## src/rtl/bp_pkg.sv

```systemverilog
// bp_pkg: shared entry layout, FSM states and counter constants for the branch target buffer.
package bp_pkg;
    localparam int BP_DBITS     = 32;
    localparam int BP_INDEXBITS = 6;
    localparam int BP_TAGBITS   = 8;
    localparam int BP_CTRBITS   = 2;

    typedef struct packed {
        logic                  valid;
        logic [BP_TAGBITS-1:0] tag;
        logic [BP_DBITS-1:0]   target;
        logic [BP_CTRBITS-1:0] ctr;
    } bp_entry_t;

    typedef enum logic {IDLE, FLUSH} bp_state_t;

    localparam logic [BP_CTRBITS-1:0] BP_WEAK_TAKEN = BP_CTRBITS'(1) << (BP_CTRBITS - 1);
endpackage

```

## src/rtl/bp_sat_counter.sv

```systemverilog
// bp_sat_counter: saturating up/down step of a W-bit direction counter.
module bp_sat_counter #(
    parameter int W = 2
) (
    input  logic [W-1:0] ctr,
    input  logic         inc,
    output logic [W-1:0] ctr_next
);
    always_comb ctr_next = inc ? ((&ctr) ? ctr : ctr + W'(1)) : ((|ctr) ? ctr - W'(1) : ctr);
endmodule

```

## src/rtl/bp_btb.sv

```systemverilog
// bp_btb: direct-mapped tagged BTB with saturating-counter direction and a one-entry-per-cycle clear walker.
// Optional performance counters are built when BP_STATS_EN is defined; entry widths come from bp_pkg.
module bp_btb import bp_pkg::*; #(
    parameter int DBITS     = BP_DBITS,
    parameter int INSTSIZE  = 4,
    parameter int INDEXBITS = BP_INDEXBITS,
    parameter int TAGBITS   = BP_TAGBITS,
    parameter int CTRBITS   = BP_CTRBITS
) (
    input  logic             clk,
    input  logic             reset,
    input  logic [DBITS-1:0] pc_fe,
    output logic [DBITS-1:0] pcpred_fe,
    output logic             predtaken_fe,
    input  logic             upd_valid_ex,
    input  logic [DBITS-1:0] upd_pc_ex,
    input  logic             upd_taken_ex,
    input  logic [DBITS-1:0] upd_target_ex,
    input  logic             upd_mispred_ex,
    input  logic             flush_req,
    output logic             busy,
    output logic [31:0]      stat_lookups,
    output logic [31:0]      stat_hits,
    output logic [31:0]      stat_mispreds
);
    localparam int NENT = 1 << INDEXBITS;

    bp_state_t state_q, state_d;
    logic [INDEXBITS-1:0] walk_q, walk_d, idx_fe, idx_ex, wr_idx;
    logic [TAGBITS-1:0] tag_fe, tag_ex;
    logic [CTRBITS-1:0] ctr_upd;
    logic hit_fe, hit_ex, wr_en;
    bp_entry_t rd_fe, rd_ex, wr_data;
    bp_entry_t tbl [NENT];

    assign busy   = state_q == FLUSH;
    assign idx_fe = pc_fe[INDEXBITS+1:2];
    assign tag_fe = pc_fe[INDEXBITS+TAGBITS+1:INDEXBITS+2];
    assign idx_ex = upd_pc_ex[INDEXBITS+1:2];
    assign tag_ex = upd_pc_ex[INDEXBITS+TAGBITS+1:INDEXBITS+2];
    assign rd_fe  = tbl[idx_fe];
    assign rd_ex  = tbl[idx_ex];
    assign hit_fe = rd_fe.valid && rd_fe.tag == tag_fe;
    assign hit_ex = rd_ex.valid && rd_ex.tag == tag_ex;

    assign predtaken_fe = hit_fe && rd_fe.ctr[CTRBITS-1] && !busy;
    assign pcpred_fe    = predtaken_fe ? rd_fe.target : pc_fe + DBITS'(INSTSIZE);

    bp_sat_counter #(.W(CTRBITS)) u_ctr (
        .ctr      (rd_ex.ctr),
        .inc      (upd_taken_ex),
        .ctr_next (ctr_upd)
    );

    // Single write port shared by the clear walker and training, which never overlap.
    always_comb begin
        wr_en   = busy || (upd_valid_ex && (hit_ex || upd_taken_ex));
        wr_idx  = busy ? walk_q : idx_ex;
        wr_data = busy ? bp_entry_t'('0)
                : hit_ex ? {1'b1, tag_ex, upd_taken_ex ? upd_target_ex : rd_ex.target, ctr_upd}
                : {1'b1, tag_ex, upd_target_ex, BP_WEAK_TAKEN};
    end

    always_ff @(posedge clk)
        if (wr_en) tbl[wr_idx] <= wr_data;

    always_comb begin
        state_d = flush_req ? FLUSH : (busy && &walk_q) ? IDLE : state_q;
        walk_d  = (flush_req || !busy) ? '0 : walk_q + INDEXBITS'(1);
    end

    always_ff @(posedge clk or posedge reset)
        if (reset) begin
            state_q <= FLUSH;
            walk_q  <= '0;
        end else begin
            state_q <= state_d;
            walk_q  <= walk_d;
        end

`ifdef BP_STATS_EN
    logic [31:0] lookups_q, hits_q, mispreds_q;

    always_ff @(posedge clk or posedge reset)
        if (reset) begin
            lookups_q  <= '0;
            hits_q     <= '0;
            mispreds_q <= '0;
        end else begin
            lookups_q  <= lookups_q + 32'(!busy);
            hits_q     <= hits_q + 32'(hit_fe && !busy);
            mispreds_q <= mispreds_q + 32'(upd_valid_ex && upd_mispred_ex);
        end

    assign stat_lookups  = lookups_q;
    assign stat_hits     = hits_q;
    assign stat_mispreds = mispreds_q;
`else
    assign stat_lookups  = '0;
    assign stat_hits     = '0;
    assign stat_mispreds = '0;
`endif

    logic unused_bits;
    assign unused_bits = ^{pc_fe[1:0], pc_fe[DBITS-1:INDEXBITS+TAGBITS+2],
                           upd_pc_ex[1:0], upd_pc_ex[DBITS-1:INDEXBITS+TAGBITS+2], upd_mispred_ex};
endmodule

```

## config.mk

```make
export PLATFORM = sky130hd
export DESIGN_NAME = bp_btb
export DESIGN_NICKNAME = d
export VERILOG_FILES = /design/src/rtl/bp_pkg.sv /design/src/rtl/bp_sat_counter.sv /design/src/rtl/bp_btb.sv
export SDC_FILE = /design/constraint.sdc
export NUM_CORES = 2
export LEC_CHECK = 0
export BUFFER_PORTS_ARGS = -buffer_cell sky130_fd_sc_hd__buf_2
export CORE_MARGIN = 1
export CORE_UTILIZATION = 45
export DETAILED_ROUTE_END_ITERATION = 8
export SLEW_MARGIN = 20
export SYNTH_ARGS = -nofsm -noshare
export SYNTH_HDL_FRONTEND = slang
export SYNTH_SLANG_ARGS = --single-unit
export TNS_END_PERCENT = 1
```

## constraint.sdc

```tcl
create_clock -name clk -period 6.5 [get_ports clk]
set_input_delay 0.975 -clock clk [delete_from_list [all_inputs] [get_ports clk]]
set_output_delay 0.975 -clock clk [all_outputs]
set_load 0.01 [all_outputs]
```

==> impl_metrics.json <==
{
  "status": "completed",
  "tightestPinTransition_ns": 1.12,
  "synthTopCellsByArea": "edfxtp_1, mux4_2, mux2i_1, buf_4, buf_2",
  "post_synth_inst_count": 5894,
  "cp_top_family": "buffers and inverters",
  "detail_route.iter0.violations": 11100,
  "drv_cap": 0,
  "ys.flop_type": "edfxtp_1",
  "io_buffers": 116,
  "finalCritPeriodShare_pct": 92.2,
  "drt-vias-per-instance": 6.93,
  "dp_hpwl_um": 245000,
  "hold_buffers": 0,
  "antenna_found_initial": 31,
  "maxSlewViolCount": 0,
  "grt_pass1_vias": 71100,
  "cts_tree": "done",
  "synth.top_cell.area_share_pct": 64.3,
  "worstSetupStartpointType": "primary input",
  "met1_usage_pct": 41.1,
  "grt_use_total_pct": 29.6,
  "worst-path-buf-inv": 5,
  "cts_htree_levels": 5,
  "finClkSkew_ns": 0.0604,
  "placed_area_mm2": 0.136,
  "first_pass_iters": 6,
  "met3_usage_pct": 4.43,
  "critPathKind": "in2out",
  "coreArea_mm2": 0.283,
  "cts_num_sinks": 2759,
  "final_antenna_net_count": 0,
  "cts_buffers": 311,
  "crit_chain": "buf_8 > buf_12 > mux4_2 > nand2_1 > a21oi_1 > a31oi_1 > nor2_1 > a2111oi_0 > a21oi_1 > xnor2_1 > nand4_1 > buf_4 > buf_12 > mux2_2 > buf_2",
  "rows": 195,
  "worstHoldPathType": "in2async",
  "final_nets": 6331,
  "synth-seq-cells": 2759,
  "period_needed_ns": 6.00,
  "synthArstFlopShare_pct": 0.254,
  "die_area_mm2": 0.288,
  "fin_area_mm2": 0.147,
  "synth_area_per_cell_um2": 21.8,
  "clkTransAtPathRegs_ns": 0.07,
  "most-common-layout-cells": "edfxtp_1, mux4_2, clkbuf_16",
  "die_height_um": 536,
  "final_common_cell": "edfxtp_1",
  "max_freq_mhz": 167,
  "synth_top_area_cell": "edfxtp_1",
  "yosys_warnings": 0,
  "path_max_fanout": 43,
  "grt_pass1_wl_um": 582000,
  "start_util_pct": 45.4,
  "peakVddDrop_mv": 0.314,
  "final_hold_viol_count": 0,
  "synthesis.area_mm2": 0.128,
  "power.total_mw": 39.4,
  "synth_edf_count": 2752,
  "wl_per_cell_um": 41.4,
  "grt_max_degree": 126,
  "drive_above_1_share_pct": 41.1,
  "worstSkewPairLatency_ns": 0.88,
  "grt_overflow_total": 0,
  "area_growth_pct": 14.2,
  "cts_buffer_depth": 4,
  "clockRootBuffer": "clkbuf_16",
  "seq_area_frac_synth_pct": 64.5,
  "rsz0062_at_grt": "no",
  "leakagePower_nw": 46.3,
  "vias": 70900,
  "place.gp.congestion": 0.857,
  "crit_required_ns": 5.52,
  "fp.dieW_um": 536,
  "postCtsSetupBuffers": 0,
  "slew_headroom_pct": 25.2,
  "cp-end-kind": "output port",
  "crit_slowest_cell": "mux4_2",
  "grt.met2_usage_pct": 47.6,
  "finalSetupViolations": 0,
  "num_io_pins": 232,
  "critPathMaxStageDelay_ns": 0.60,
  "drc_errors": 0,
  "yosys.cell_types.count": 76,
  "ctsResizeCount": 0,
  "arrival_ns": 5.02,
  "power.density_mw_per_mm2": 268,
  "drt_wl_total_um": 424000,
  "gr-max-usage-layer": "met2"
}
## sequential cells by signal, summed over array words and instances (netlist names)
register / flops
tbl: 2752
walk_q: 6
busy: 1
## metrics by stage
| stage | util (%) | worst slack, ns | hold WS, ns | setup TNS [ns] | cells |
|---|---|---|---|---|---|
| 5_1_grt | 51.8 | 0.363 | 0.133 | 0 | 10200 |
| 4_1_cts | 51.6 | 0.508 | 0.0760 | 0 | 10200 |
| 6_report | 51.9 | 0.504 | 0.122 | 0 | 10200 |
| 3_3_place_gp | 48.1 | 0.281 | 0.521 | 0 | 9615 |
| 2_1_floorplan | - | -0.321 | 0.485 | -96.48 | 5989 |
| 3_5_place_dp | 48.2 | 0.278 | 0.530 | 0 | 9627 |
## kinds of logic after synthesis
group,count (synthesis),synth area share (%)
AOI/OAI and AO/OA,241,1.30
and+or+nand+nor,455,1.65
buffers and inverters,554,2.24
xor gates and xnor gates,44,0.300
other,1,0.00292
adders and majority gates,3,0.0273
muxes,1837,30.0
DFF,2759,64.5
## layout make-up
class                   instances  area (um^2)
well taps                    3743         4680
clock buffers                 385         8210
flip-flops and latches       2759        82800
clock inverters               156         1380
multi-input cells            2676        43900
inverters                      17         81.3
diodes                         36         90.1
repair buffers                462         5580
fillers                     21900       136000
## metal layers
metal | part of all wire (%) | up-vias
li1 | - | 26600
met1 | 38 | 39300
met2 | 49 | 4298
met3 | 9.0 | 724
met4 | 4.1 | 6
met5 | 0.0078 | -
## cell usage after synthesis, types with 16 or more instances
| cell | n |
|---|---|
| a211oi_1 | 17 |
| a21oi_1 | 23 |
| a22oi_1 | 54 |
| a31oi_1 | 26 |
| and3_1 | 20 |
| buf_1 | 49 |
| buf_2 | 174 |
| buf_4 | 125 |
| clkbuf_1 | 174 |
| edfxtp_1 | 2752 |
| mux2_2 | 56 |
| mux2i_1 | 169 |
| mux4_2 | 1606 |
| nand2_1 | 132 |
| nand3_1 | 66 |
| nor2_1 | 135 |
| nor2b_1 | 22 |
| o21ai_0 | 40 |
| o22ai_1 | 16 |
| xnor2_1 | 34 |
## report_power, final
| part | switching [mW] | leakage (nW) | internal (mW) |
|---|---|---|---|
| combinational | 1.63 | 15.9 | 1.34 |
| clock | 7.17 | 4.71 | 9.82 |
| sequential | 0.0382 | 25.6 | 19.4 |
| total | 8.84 | 46.3 | 30.5 |
## path summary, 6_finish.rpt
| kind | from | to | slack (ns) | cells past startpoint |
|---|---|---|---|---|
| max reg2reg | tbl[23][41] | tbl[26][16] | 1.61 | 13 |
| min | reset | walk_q[4] | 0.12 | 2 |
| max in group asynchronous | reset | busy | 6.11 | 2 |
| min in group clk | flush_req | busy | 0.46 | 2 |
| max | pc_fe[2] | pcpred_fe[27] | 0.50 | 15 |
| min reg2reg | walk_q[0] | walk_q[0] | 0.54 | 1 |
Power figures use the tool's default switching activity.
